File: src/rtl/fft_pkg.sv
// Shared definitions for the 32-point SDF FFT pipeline.
// Widths, delay depths and the common stage state type.
package fft_pkg;

  localparam int FFT_N    = 32;

  localparam int S4_IN_W  = 16;
  localparam int S4_OUT_W = 17;
  localparam int S4_DEPTH = 2;

  typedef enum logic [1:0] {
    IDLE,
    RUN,
    DRAIN
  } sdf_state_t;

endpackage

File: src/rtl/fft_stage4_if.sv
// Stream bundle between stage 3, stage 4 and stage 5.
// The stage itself sits on the slave side.
interface fft_stage4_if
  import fft_pkg::*;
#(
  parameter int IN_W  = S4_IN_W,
  parameter int OUT_W = S4_OUT_W
);

  logic             valid_i;
  logic [IN_W-1:0]  data_in_r;
  logic [IN_W-1:0]  data_in_i;
  logic             valid_o;
  logic [OUT_W-1:0] data_out_r;
  logic [OUT_W-1:0] data_out_i;
  logic             err_o;

  modport master (
    output valid_i, data_in_r, data_in_i,
    input  valid_o, data_out_r, data_out_i, err_o
  );

  modport slave (
    input  valid_i, data_in_r, data_in_i,
    output valid_o, data_out_r, data_out_i, err_o
  );

endinterface

File: src/rtl/fft_sdf_delay.sv
// Complex delay store for SDF stages.
// Combinational read of the addressed slot, write at the clock edge.
module fft_sdf_delay #(
  parameter int DEPTH = 2,
  parameter int W     = 17,
  parameter int AW    = $clog2(DEPTH)
) (
  input  logic          clk,
  input  logic          rst,
  input  logic [AW-1:0] addr,
  input  logic          wr_en,
  input  logic [W-1:0]  wr_re,
  input  logic [W-1:0]  wr_im,
  output logic [W-1:0]  rd_re,
  output logic [W-1:0]  rd_im
);

  logic [W-1:0] mem_re [DEPTH];
  logic [W-1:0] mem_im [DEPTH];

  // Old contents stay visible until the edge that overwrites them.
  assign rd_re = mem_re[addr];
  assign rd_im = mem_im[addr];

  always_ff @(posedge clk or posedge rst) begin
    if (rst) begin
      for (int i = 0; i < DEPTH; i++) begin
        mem_re[i] <= '0;
        mem_im[i] <= '0;
      end
    end else if (wr_en) begin
      mem_re[addr] <= wr_re;
      mem_im[addr] <= wr_im;
    end
  end

endmodule

File: src/rtl/fft_stage4.sv
// Radix-2 DIF SDF stage 4: 2-apart butterfly, twiddles {1, -j}.
// 16-bit complex in, 17-bit complex out, latency 2 cycles.
module fft_stage4
  import fft_pkg::*;
#(
  parameter int FRAME_LEN = FFT_N,
  parameter int IN_W      = S4_IN_W,
  parameter int OUT_W     = S4_OUT_W
) (
  input  logic         clk,
  input  logic         rst,
  fft_stage4_if.slave  bus
);

  localparam int CW = $clog2(FRAME_LEN);

  sdf_state_t state, state_nx;

  logic [CW-1:0] cnt, cnt_nx;
  logic          pending, pending_nx;
  logic          vo_nx, err_nx;
  logic          wr_en;

  logic [OUT_W-1:0] x_re, x_im;
  logic [OUT_W-1:0] d_re, d_im;
  logic [OUT_W-1:0] sum_re, sum_im;
  logic [OUT_W-1:0] dif_re, dif_im;
  logic [OUT_W-1:0] tw_re, tw_im;
  logic [OUT_W-1:0] wr_re, wr_im;
  logic [OUT_W-1:0] o_re_nx, o_im_nx;

  logic accept, gap, boundary, abort, in_drain;

  assign x_re = {{(OUT_W-IN_W){bus.data_in_r[IN_W-1]}},
                 bus.data_in_r};
  assign x_im = {{(OUT_W-IN_W){bus.data_in_i[IN_W-1]}},
                 bus.data_in_i};

  assign sum_re = d_re + x_re;
  assign sum_im = d_im + x_im;
  assign dif_re = d_re - x_re;
  assign dif_im = d_im - x_im;

  // Odd slot takes -j: swap, then negate the new imaginary part.
  assign tw_re = cnt[0] ? dif_im : dif_re;
  assign tw_im = cnt[0] ? -dif_re : dif_im;

  assign accept   = bus.valid_i && (state != DRAIN);
  assign gap      = (state == RUN) && !bus.valid_i;
  assign boundary = gap && (cnt == '0);
  assign abort    = gap && (cnt != '0);
  assign in_drain = (state == DRAIN);

  fft_sdf_delay #(
    .DEPTH (S4_DEPTH),
    .W     (OUT_W)
  ) u_dly (
    .clk   (clk),
    .rst   (rst),
    .addr  (cnt[0]),
    .wr_en (wr_en),
    .wr_re (wr_re),
    .wr_im (wr_im),
    .rd_re (d_re),
    .rd_im (d_im)
  );

  always_ff @(posedge clk or posedge rst) begin
    if (rst) begin
      state   <= IDLE;
      cnt     <= '0;
      pending <= 1'b0;
    end else begin
      state   <= state_nx;
      cnt     <= cnt_nx;
      pending <= pending_nx;
    end
  end

  always_comb begin
    state_nx = state;
    unique case (state)
      IDLE:    if (bus.valid_i) state_nx = RUN;
      RUN: begin
        if (!bus.valid_i)
          state_nx = (cnt == '0) ? DRAIN : IDLE;
      end
      DRAIN:   state_nx = IDLE;
      default: state_nx = IDLE;
    endcase
  end

  always_comb begin
    cnt_nx     = cnt;
    pending_nx = pending;
    vo_nx      = 1'b0;
    err_nx     = 1'b0;
    o_re_nx    = bus.data_out_r;
    o_im_nx    = bus.data_out_i;
    wr_en      = 1'b0;
    wr_re      = x_re;
    wr_im      = x_im;
    unique case (1'b1)
      accept && !cnt[1]: begin
        cnt_nx  = cnt + CW'(1);
        wr_en   = 1'b1;
        vo_nx   = pending;
        o_re_nx = d_re;
        o_im_nx = d_im;
      end
      accept && cnt[1]: begin
        cnt_nx     = cnt + CW'(1);
        wr_en      = 1'b1;
        wr_re      = tw_re;
        wr_im      = tw_im;
        vo_nx      = 1'b1;
        o_re_nx    = sum_re;
        o_im_nx    = sum_im;
        pending_nx = 1'b1;
      end
      // Frame ended with no follower: first drained difference.
      boundary: begin
        cnt_nx  = CW'(1);
        vo_nx   = pending;
        o_re_nx = d_re;
        o_im_nx = d_im;
      end
      abort: begin
        cnt_nx     = '0;
        pending_nx = 1'b0;
        err_nx     = 1'b1;
      end
      in_drain: begin
        cnt_nx     = '0;
        pending_nx = 1'b0;
        vo_nx      = pending;
        o_re_nx    = d_re;
        o_im_nx    = d_im;
        err_nx     = bus.valid_i;
      end
      default: ;
    endcase
  end

  always_ff @(posedge clk or posedge rst) begin
    if (rst) begin
      bus.valid_o    <= 1'b0;
      bus.data_out_r <= '0;
      bus.data_out_i <= '0;
      bus.err_o      <= 1'b0;
    end else begin
      bus.valid_o    <= vo_nx;
      bus.data_out_r <= o_re_nx;
      bus.data_out_i <= o_im_nx;
      bus.err_o      <= err_nx;
    end
  end

endmodule

File: src/flat_wrapper.sv
// flat-port wrapper written by rule: the top's interface ports become plain ports
module fft_stage4_flat import fft_pkg::*;
#(
  parameter int FRAME_LEN = FFT_N,
  parameter int IN_W      = S4_IN_W,
  parameter int OUT_W     = S4_OUT_W
)
  (clk, rst, bus_valid_i, bus_data_in_r, bus_data_in_i, bus_valid_o, bus_data_out_r, bus_data_out_i, bus_err_o);
  fft_stage4_if #(.IN_W(IN_W), .OUT_W(OUT_W)) bus_i ();
  input  logic clk;
  input  logic rst;
  input wire logic [$bits(bus_i.valid_i)-1:0] bus_valid_i;
  input wire logic [$bits(bus_i.data_in_r)-1:0] bus_data_in_r;
  input wire logic [$bits(bus_i.data_in_i)-1:0] bus_data_in_i;
  output wire logic [$bits(bus_i.valid_o)-1:0] bus_valid_o;
  output wire logic [$bits(bus_i.data_out_r)-1:0] bus_data_out_r;
  output wire logic [$bits(bus_i.data_out_i)-1:0] bus_data_out_i;
  output wire logic [$bits(bus_i.err_o)-1:0] bus_err_o;
  assign bus_i.valid_i = bus_valid_i;
  assign bus_i.data_in_r = bus_data_in_r;
  assign bus_i.data_in_i = bus_data_in_i;
  assign bus_valid_o = bus_i.valid_o;
  assign bus_data_out_r = bus_i.data_out_r;
  assign bus_data_out_i = bus_i.data_out_i;
  assign bus_err_o = bus_i.err_o;
  fft_stage4 #(.FRAME_LEN(FRAME_LEN), .IN_W(IN_W), .OUT_W(OUT_W)) u_core (.clk(clk), .rst(rst), .bus(bus_i));
endmodule
File: config.mk
export PLATFORM = sky130hd
export DESIGN_NAME = fft_stage4_flat
export DESIGN_NICKNAME = d
export VERILOG_FILES = /design/src/rtl/fft_pkg.sv /design/src/rtl/fft_stage4_if.sv /design/src/rtl/fft_sdf_delay.sv /design/src/rtl/fft_stage4.sv /design/src/flat_wrapper.sv
export SDC_FILE = /design/constraint.sdc
export NUM_CORES = 1
export LEC_CHECK = 0
export CAP_MARGIN = 20
export CORE_MARGIN = 2
export CORE_UTILIZATION = 64
export DETAILED_ROUTE_END_ITERATION = 8
export PLACE_DENSITY = 0.95
export SLEW_MARGIN = 15
export SYNTH_ARGS = -nofsm -noshare
export SYNTH_HDL_FRONTEND = slang
export SYNTH_SLANG_ARGS = --single-unit
File: constraint.sdc
create_clock -name clk -period 11 [get_ports clk]
set_input_delay 2.75 -clock clk [delete_from_list [all_inputs] [get_ports clk]]
set_output_delay 2.75 -clock clk [all_outputs]
set_load 0.005 [all_outputs]
* Yosys cells after proc, flatten, opt, wreduce, memory -nomap -nowiden
Index checks and enable logic that the tools add are counted.
Storage, ports and cells: output and inout port bits 36, input port bits 35, register bits after elaboration 112, word-level logic and storage cells 69
Operators by class: bitwise logic cells 1, multiplexer cells 25, add/sub/neg operators 6, reduce and logical (&&, ||, !) cells 19, magnitude comparators 2, eq/ne operators 5
Operators with widths (number):
- 17-bit 2-to-1 mux | 11
- 34-bit bitwise mux | 2
- 17-bit one-hot mux with 2 select lines | 2
- 17-bit adder | 2
- 17-bit subtractor | 2
- 17-bit demux with 1-bit select | 1
- 17-bit negator | 1
- 5-bit one-hot mux with 3 select lines | 1
- 1-bit logical AND | 7
- 2-bit 2-to-1 mux | 3
- 2-bit != test, second input constant | 3
- 1-bit one-hot mux with 2 select lines | 3
- 5-bit by 1-bit adder with 5-bit output, second input constant | 1
- 5-bit zero test | 1
- 5-bit nonzero test | 1
- 2-bit one-hot mux with 2 select lines | 1
- 2-bit nonzero test | 2
- 2-bit OR reduction | 2
- 3-bit nonzero test | 1
- 3-bit OR reduction | 1
- 2-bit by 1-bit == test with 1-bit output, second input constant | 1
- 2-bit == test, second input constant | 1
- 2-bit greater-or-equal comparator, second input constant | 1
- 1-bit zero test | 2
- other kinds (5) | 5

* Depth between registers and ports, before layout
depth in word-level cells 9, mapped depth 16, mapped depth without buffers 14

* Hierarchy
From an unflattened synthesis, not the netlist that was laid out.
Unflattened totals: cells, all modules 970, area, all modules 9023.7 µm²
By module, submodules not included:
- fft_stage4 | times used 1, cells an instance 786, area each 6049.6 µm²
- fft_sdf_delay | times used 1, cells an instance 184, area each 2974.1 µm²

* Worst setup path after synthesis
No wires, ideal clock.
path kind input-to-reg, start input port bus_data_in_r[0], end register u_core.u_dly.mem_im[25] (netlist bit), arrival time 5208 ps, stages on the path 12, path slack 5667 ps, required time 10875 ps, path through ha_1 inv_1 fa_1 a21oi_1 o21ba_1 xnor2_1 a32oi_1 or2_2 or4_1 nand3_1 a22oi_1 mux2_2
On the way: longest elaborated chain between the ends 5
RTL lines:
- from (decl) | RTL line flat_wrapper.sv:13 | input wire logic [$bits(bus_i.data_in_r)-1:0] bus_data_in_r;
- 17-bit subtractor | RTL line fft_stage4.sv:41 | assign dif_re = d_re - x_re;
- 17-bit negator | RTL line fft_stage4.sv:46 | assign tw_im = cnt[0] ? -dif_re : dif_im;
- 17-bit 2-to-1 mux | RTL line fft_stage4.sv:46
- 17-bit 2-to-1 mux | RTL line fft_stage4.sv:103 | unique case (1'b1)
- 34-bit bitwise mux | RTL line fft_sdf_delay.sv:33 | mem_im[addr] <= wr_im;
- to (signal, indexed assignment) | RTL line fft_sdf_delay.sv:33
- to (decl) | RTL line fft_sdf_delay.sv:19 | logic [W-1:0] mem_im [DEPTH];
Every way passes these cells. A chain may end at the register's enable or synchronous reset.

* Worst setup path in the final report
start input port bus_data_in_r[0], end register u_core.u_dly.mem_im[13] (netlist bit)
Same word-level chain as after synthesis.

==> results.txt <==
most frequent cells in the layout = 114 x nand2_1, 111 x dfrtp_1, 88 x nor2_1
clock power share = 8.8%
final setup violation count = 0
pin count of the biggest net entering global routing = 82
WP data required = 11.22 ns
Sw Pwr = 1766 uW
CP max stage cell = clkdlybuf4s50_1
clock buffer depth = 2
Die ar. = 14730 um^2
clock tree sinks = 112
Mapped Cells = 1063
worst hold path depth = 2
nets = 1202
most used cell, CP = xnor2_1
dpl hpwl = 15810 um
sequential power share = 20.1%
Detail Route Antenna Nets = 0
Post-synth ARST share = 100.0%
PwrDens = 365.4 nW/um^2
DIE WIDTH = 121.4 um
crit path DAT = 6.27 ns
syn nets = 1171
Final Hold Fails = 0
drt first pass iters = 6
Initial Util = 66.04%
minimum clock period = 6.055 ns
Buffers on Ports = 70
cell total after placement = 1259
CTS clk-pin slew, worst paths = 0.08 ns
fin. max-slew vios = 0
Root Driver = clkbuf_16
top post-synthesis cells by area = dfrtp_1 32%, ha_1 9.8%, mux2_2 5.2%
origin of the worst min-delay path = u_core.u_dly.mem_im[20]
vias per cell = 6.369
Hold Worst Slack = 0.4774 ns
register area share after synthesis = 31.80%
clock buffer count from CTS = 9
slew margin rel. = 34.02%
reg2reg start = u_core.cnt[0]
CTS tree = yes
GR Overflow Total = 0
Total GRT Usage = 32.59%
Net Sw Frac = 48.93%
most common cell after layout, fill and taps aside = nand2_1
Max IR drop VDD = 145.1 uV
initial antenna violation count = 0
Synth Cell Area = 8815 um^2
final WL = 23180 um
Chip Height = 121.4 um
worst setup margin = 4.945 ns
crit path cell chain = clkdlybuf4s50_1 > ha_1 > inv_1 > fa_1 > a21oi_1 > o21ba_1 > xnor2_1 > a32oi_1 > a2111o_1 > nor3_1 > nand3_1 > xnor2_1 > o221ai_1
Post-CTS Resized = 0
syn_area_per_cell = 8.292 um^2
Max Fclk = 165.2 MHz
layout cell share with drive strength beyond 1 = 7.461%
Unique masters post-synth = 69
r2r endpoint = u_core.u_dly.mem_im[13]
Worst R2R Setup Slack = 6.35 ns
worst reg2reg path depth = 15
Yosys reg bits = 112
main flop type after synthesis = dfrtp_1
status = finished, final reports clean
slowest stage delay, CP = 0.56 ns
Min-Delay Path Class = reg -> reg
via count = 8121
kind of critical path = in -> reg
TNS Setup = 0 ns
wire per inst = 18.18 um
post-CTS setup buffers = 0
worst-margin pin slew = 0.9898 ns
WP buf/inv = 2
combinational group share of total power = 71.1%
core area = 13350 um^2
clk_lat worst skew = 0.37 ns
Hold Crit Endpoint = u_core.u_dly.mem_im[20]
# diodes = 0
I/O pin total = 71
nature of the critical path startpoint = input pin
EDFF count, synth = 0
CTS H-tree lvls = 3
Hold Buf Count CTS = 0
RePlAce Congestion = 0.9694
area leader, netlist = dfrtp_1
Pint = 1843 uW
Final Cycle Share = 55.04%
Max-cap violations = 0
total power = 3608 uW
post-route insts no fill = 1275
DR iter-0 viols = 762
share of the synthesized area in the top cell type = 31.80%
worst-path maximum fanout = 4
Area Growth Syn to Fin = 12.04%
Leak = 0.004373 uW
# DRC = 0
RSZ-0062 raised after global routing = false
Setup WS pre-CTS = 4.769 ns
Ys Warns = 0
Critical Path End Type = flip-flop
vias in the first global route = 7906
site row count = 42
clock skew = 0.01064 ns
critical path's top delay family = compound AO/OA/AOI/OAI gates
first-pass GRT wire length = 38050 um
## stage by stage
stage	cell area (um^2)	utilization, %
2_1_floorplan	8815	-
4_1_cts	9876	73.99
3_3_place_gp	9605	71.96
6_report	9876	73.99
5_1_grt	9876	73.99
3_5_place_dp	9605	71.96
## worst max-delay path by stage
stage / from / endpoint / slack, ns / cells after the start
after floorplan: rst / u_core.bus.data_out_i[0] / 5.29 / 1
after global routing: bus_data_in_r[0] / u_core.u_dly.mem_im[13] / 4.73 / 13
final: bus_data_in_r[0] / u_core.u_dly.mem_im[13] / 4.95 / 13
after CTS: bus_data_in_r[0] / u_core.u_dly.mem_im[13] / 5.05 / 13
after global placement: bus_data_in_r[0] / u_core.u_dly.mem_im[8] / 4.93 / 13
after detailed placement: bus_data_in_r[0] / u_core.bus.data_out_r[16] / 4.77 / 13
## metal layers
layer  GRT usage [%]  vias up  routed length [um]
met5               0        -                   0
met4           17.17        0                 967
met3           4.887       86                1444
met2           54.18      362               11310
met1           41.01     3881                9460
li1                -     3792                   -
## flip-flops by register name (all words and copies together) (netlist names)
signal / count
u_core.bus.valid_o: 1
u_core.cnt: 5
u_core.u_dly.mem_re: 34
u_core.pending: 1
u_core.bus.err_o: 1
u_core.state: 2
u_core.bus.data_out_i: 17
u_core.bus.data_out_r: 17
u_core.u_dly.mem_im: 34
## cell type report
class,count,area [um^2]
clock inverters,2,16.27
fillers,967,3472
well taps,176,220.2
repair buffers,80,775.7
flip-flops and latches,112,2804
multi-input cells,817,5525
clock buffers,14,254.0
inverters,74,280.3
## synthesized netlist by cell type, types with 3 or more instances
library cell / count
and2_1: 4
and3_1: 7
clkbuf_1: 53
inv_1: 71
nor2b_1: 15
a21o_1: 10
nand3_1: 24
nor2_1: 91
mux2i_1: 14
o31ai_1: 10
a221oi_1: 5
xnor2_1: 50
fa_1: 4
or2_2: 4
o21bai_1: 11
nand2b_1: 8
nand2_1: 114
mux2_2: 41
clkinv_1: 3
a2111o_1: 4
buf_2: 5
nor4_1: 3
o21ai_0: 87
nand4_1: 6
a21oi_1: 75
ha_1: 69
a211oi_1: 14
dfrtp_1: 112
or3_1: 6
nor3_1: 28
xor2_1: 14
a31oi_1: 15
a22oi_1: 33
o21a_1: 7
## power groups by stage
stage | sequential (uW) | combinational [uW] | clock, uW
3_5_place_dp | 726 | 2490 | 0
4_1_cts | 720 | 2530 | 316
5_1_grt | 742 | 2820 | 338
6_report | 724 | 2570 | 319
3_3_place_gp | 713 | 2410 | 0
2_1_floorplan | 696 | 1890 | 0
## logic make-up after synthesis
kind of cell	synth area share, %
simple gates	16.86
compound gates	21.68
xor+xnor	6.359
fa+ha+maj	10.70
buf+inv	5.777
mux	6.827
flops	31.80
## worst register-to-register path: cells and delay by family (launching register included)
kind / cells / cell delay [ns]
XOR/XNOR: 2 / 0.40
buffers and inverters: 3 / 0.79
adder cells (fa/ha/maj): 2 / 0.56
flip-flops: 1 / 0.34
AND/OR/NAND/NOR: 2 / 0.60
multiplexers: 1 / 0.48
AO/OA/AOI/OAI: 5 / 1.34
Power figures use the tool's default switching activity.
